## src/rtl/ah_div_pipelined_param.sv

```systemverilog
// Fully pipelined restoring divider: one quotient bit per stage, signed or unsigned per operation,
// with tag passthrough and a whole-pipe stall driven by the output handshake.
module ah_div_pipelined_param #(
    parameter int WIDTH = 8,
    parameter int TAG_W = 4
) (
    input  logic             clk,
    input  logic             rst_n,
    input  logic             in_valid,
    output logic             in_ready,
    input  logic             in_signed,
    input  logic [WIDTH-1:0] dividend,
    input  logic [WIDTH-1:0] divisor,
    input  logic [TAG_W-1:0] in_tag,
    output logic             out_valid,
    input  logic             out_ready,
    output logic [WIDTH-1:0] quotient,
    output logic [WIDTH-1:0] remainder,
    output logic             div_by_zero,
    output logic             overflow,
    output logic [TAG_W-1:0] out_tag
);

    // q starts as the dividend magnitude; its MSB is shifted into rem each step while
    // quotient bits enter at the LSB. The signed flag is folded into neg_q/neg_r at capture.
    typedef struct packed {
        logic             neg_q;
        logic             neg_r;
        logic             dbz;
        logic             ovf;
        logic [TAG_W-1:0] tag;
        logic [WIDTH-1:0] rem;
        logic [WIDTH-1:0] q;
        logic [WIDTH-1:0] dvs;
    } stage_t;

    logic             advance;
    logic [WIDTH:0]   valid;
    stage_t           st      [0:WIDTH];
    stage_t           nxt     [0:WIDTH];
    logic [WIDTH:0]   shifted [1:WIDTH];
    logic [WIDTH-1:0] q_fin;
    logic [WIDTH-1:0] r_fin;

    // Global stall: the pipe moves only when the output slot is empty or being taken.
    assign advance  = !out_valid | out_ready;
    assign in_ready = advance;

    always_comb begin
        nxt[0].neg_q = in_signed & (dividend[WIDTH-1] ^ divisor[WIDTH-1]);
        nxt[0].neg_r = in_signed & dividend[WIDTH-1];
        nxt[0].dbz   = (divisor == '0);
        nxt[0].ovf   = in_signed & (dividend == {1'b1, {(WIDTH-1){1'b0}}}) & (divisor == '1);
        nxt[0].tag   = in_tag;
        nxt[0].rem   = '0;
        nxt[0].q     = (in_signed & dividend[WIDTH-1]) ? -dividend : dividend;
        nxt[0].dvs   = (in_signed & divisor[WIDTH-1]) ? -divisor : divisor;
        for (int k = 1; k <= WIDTH; k++) begin
            shifted[k] = {st[k-1].rem, st[k-1].q[WIDTH-1]};
            nxt[k]     = st[k-1];
            // After a successful subtract the partial remainder is below dvs, so WIDTH bits hold it.
            if (shifted[k] >= {1'b0, st[k-1].dvs}) begin
                nxt[k].rem = shifted[k][WIDTH-1:0] - st[k-1].dvs;
                nxt[k].q   = {st[k-1].q[WIDTH-2:0], 1'b1};
            end else begin
                nxt[k].rem = shifted[k][WIDTH-1:0];
                nxt[k].q   = {st[k-1].q[WIDTH-2:0], 1'b0};
            end
        end
    end

    // With a zero divisor the remainder path ends holding |dividend|; re-applying the sign restores it.
    always_comb begin
        q_fin = st[WIDTH].neg_q ? -st[WIDTH].q : st[WIDTH].q;
        r_fin = st[WIDTH].neg_r ? -st[WIDTH].rem : st[WIDTH].rem;
        if (st[WIDTH].dbz) begin
            q_fin = '1;
        end
    end

    always_ff @(posedge clk or negedge rst_n) begin
        if (!rst_n) begin
            valid <= '0;
        end else if (advance) begin
            valid <= {valid[WIDTH-1:0], in_valid & in_ready};
        end
    end

    always_ff @(posedge clk) begin
        if (advance) begin
            for (int k = 0; k <= WIDTH; k++) begin
                st[k] <= nxt[k];
            end
        end
    end

    always_ff @(posedge clk or negedge rst_n) begin
        if (!rst_n) begin
            out_valid   <= 1'b0;
            quotient    <= '0;
            remainder   <= '0;
            div_by_zero <= 1'b0;
            overflow    <= 1'b0;
            out_tag     <= '0;
        end else if (advance) begin
            out_valid <= valid[WIDTH];
            if (valid[WIDTH]) begin
                quotient    <= q_fin;
                remainder   <= r_fin;
                div_by_zero <= st[WIDTH].dbz;
                overflow    <= st[WIDTH].ovf;
                out_tag     <= st[WIDTH].tag;
            end
        end
    end

endmodule

```

## config.mk

```make
export PLATFORM = sky130hd
export DESIGN_NAME = ah_div_pipelined_param
export DESIGN_NICKNAME = d
export VERILOG_FILES = /design/src/rtl/ah_div_pipelined_param.sv
export SDC_FILE = /design/constraint.sdc
export NUM_CORES = 1
export LEC_CHECK = 0
export CORE_ASPECT_RATIO = 0.8
export CORE_MARGIN = 2
export CORE_UTILIZATION = 54
export DETAILED_ROUTE_END_ITERATION = 8
export GPL_ROUTABILITY_DRIVEN = 1
export PLACE_DENSITY = 0.7
export SYNTH_ARGS = -nofsm -noshare
export SYNTH_HDL_FRONTEND = slang
export SYNTH_SLANG_ARGS = --single-unit
export TNS_END_PERCENT = 5
```

## constraint.sdc

```tcl
create_clock -name clk -period 29.4 [get_ports clk]
set_clock_uncertainty 0.1 [all_clocks]
set_input_delay 4.41 -clock clk [delete_from_list [all_inputs] [get_ports clk]]
set_output_delay 4.41 -clock clk [all_outputs]
set_load 0.02 [all_outputs]
```

==> reports/results.txt <==
Routed len/inst: 14.9 um
Nets: 1,113
Worst-path clk slew: 60 ps
# resized after CTS: 0
Worst Path Required: 24,890 ps
Unrepaired setup endpoints after global routing: false
Post-synthesis cell type count: 56
Detailed-router iteration count before antenna repair: 6
Critical path class: primary input to primary output
PD cells: 124 mW/mm2
CP Launch Type: primary input
Vias: 7,224
Layout cell share with drive strength beyond 1: 9.32%
Initial DRC Count: 364
Clock sinks: 304
Vias per cell: 5.31
Crit path buffers/inverters: 2
# IOs: 49
Most common cell on crit path: clkdlybuf4s50_1
Synth async-reset ratio: 10.5%
Total gr overflow: 0
Top cell type's share of synthesized area: 60.9%
Area leader, netlist: edfxtp_1
Top cells by area, synth: edfxtp_1, dfrtp_1, ha_1
Final Max Tran Viols: 0
Relative slew slack: 28.2%
DP Area: 0.0143 mm2
Clk_lat worst skew: 550 ps
Antenna violations before repair: 0
Crit path arrival time: 5690 ps
Max-cap check violation count: 0
Crit path max-delay family: buffers and inverters
TritonCTS clock tree: built
Clock root buffer: clkbuf_16
Hold_buf cts: 0
Fin area: 0.0152 mm2
Vias in the first global route: 7,109
Setup TNS: 0 ps
Period minus WS final: 10,200 ps
Total GRT Usage: 15.6%
Area of the multi-input gates: 0.00407 mm2
Total power: 1890 uW
H-tree lvl count: 1
Leakage power: 0.00595 uW
Commonest cells post-synth: edfxtp_1, inv_1, ha_1, nand2_1, o21ai_0
Share of synthesized area occupied by flip-flops and latches: 66.8%
CTS Buf Count: 29
Die area: 0.0261 mm2
Global-route wire length before repair: 33,900 um
IO buf count: 48
Syn_nets: 1,041
Final Cycle Share: 34.7%
Mapped Cells: 946
Fmax: 98.1 MHz
DP Wirelength: 13,800 um
Reg area: 0.00897 mm2
Setup-failing EPs final: 0
CP Cell Sequence: clkdlybuf4s50_1, nand2b_4, clkdlybuf4s50_1
Remaining antenna violation count: 0
Synth warnings: 0
Largest fanout on the critical path: 4
Mapped Area: 0.0134 mm2
Die span in x: 180 um
Final count of hold timing violations: 0
GPL Wtd Cong: 0.839
Synth Register Bits: 304
VDD IR-drop max: 0.0549 mV
Core area: 0.0244 mm2
HP Class: flop to flop
Ys flop type: edfxtp_1
Post-synth EDFFs: 272
Critical Path End Type: primary output
Final hold slack: 316 ps
Least-Margin Pin Slew: 1070 ps
Count leader, synth: edfxtp_1
Starting density of the core: 55.1%
Slowest cell on the critical path: clkdlybuf4s50_1
Clk buf depth: 3
Filler cell count: 1,852
Die H: 145 um
Area grow syn2layout: 13.3%
DRC errors left: 0
Core Util, Final: 62.4%
Final wirelength: 20,300 um
Num rows: 51
Critical Path Max Stage Delay: 630 ps
Post-Syn Area per Cell: 14.2 um2
Postcts setup bufs: 0
Status: completed
Largest net degree at the start of global routing: 87
==> metrics by stage <==
stage / cells / worst slack [ps]
6_report: 1360 / 19200
5_1_grt: 1359 / 19170
4_1_cts: 1359 / 19210
3_5_place_dp: 1305 / 19210
3_3_place_gp: 1305 / 19210
2_1_floorplan: 946 / 12600
==> cell type report <==
class | instances | share of cell area [%]
clock buffer | 44 | 5.48
sequential | 304 | 59.0
clock inverter | 10 | 0.584
inverter | 89 | 2.20
multi-input combinational | 541 | 26.7
timing repair buffer | 53 | 3.41
antenna | 1 | 0.0165
tap | 318 | 2.62
==> registers in the layout (all words and copies together), names as in the netlist <==
register,cells
st,272
overflow,1
out_valid,1
remainder,8
div_by_zero,1
valid,9
quotient,8
out_tag,4
==> power breakdown <==
part | switching [uW] | internal (uW)
Clock | 151 | 205
Sequential | 81.3 | 732
Combinational | 400 | 318
==> layout by cell type, fill, tap and decap left out, types with 13 or more instances in the layout <==
cell,netlist,layout
edfxtp_1,272,272
inv_1,89,89
ha_1,63,63
nand2_1,62,62
o21ai_0,62,62
clkdlybuf4s50_1,0,48
a21oi_1,40,40
nor2_1,38,38
mux2_2,34,34
dfrtp_1,32,32
clkbuf_16,0,30
xor2_1,26,26
xnor2_1,19,19
nand2b_1,14,13
o31ai_1,13,13
==> path summary, 6_finish.rpt <==
kind | to | startpoint | depth (start not counted) | slack [ps]
worst max-delay path | in_ready | out_ready | 3 | 19200
min in group asynchronous | valid[5]$_DFFE_PN0N_ | rst_n | 2 | 4170
worst min-delay path | st[0][269]$_DFFE_PN_ | st[0][236]$_DFFE_PN_ | 0 | 320
worst max register to register | valid[1]$_DFFE_PN0N_ | out_valid$_DFFE_PN0N_ | 4 | 26590
max in group asynchronous | quotient[6]$_DFFE_PN0P_ | rst_n | 2 | 24740
worst min register to register | st[0][269]$_DFFE_PN_ | st[0][236]$_DFFE_PN_ | 0 | 320
==> logic make-up after synthesis <==
logic type      after synthesis  share of synthesized area (%)
compound gates              184                           9.21
flops                       304                           66.8
fa+ha+maj                    70                           6.92
buf+inv                     101                           2.95
xor+xnor                     45                           2.94
simple gates                195                           7.34
mux                          47                           3.83
==> layer usage <==
| metal | routed length, um | global-route usage (%) |
|---|---|---|
| met5 | 0 | 0 |
| met4 | 388 | 3.71 |
| met3 | 687 | 2.91 |
| met2 | 9950 | 27.2 |
| met1 | 9260 | 20.4 |
(Power assumes the default switching activity.)
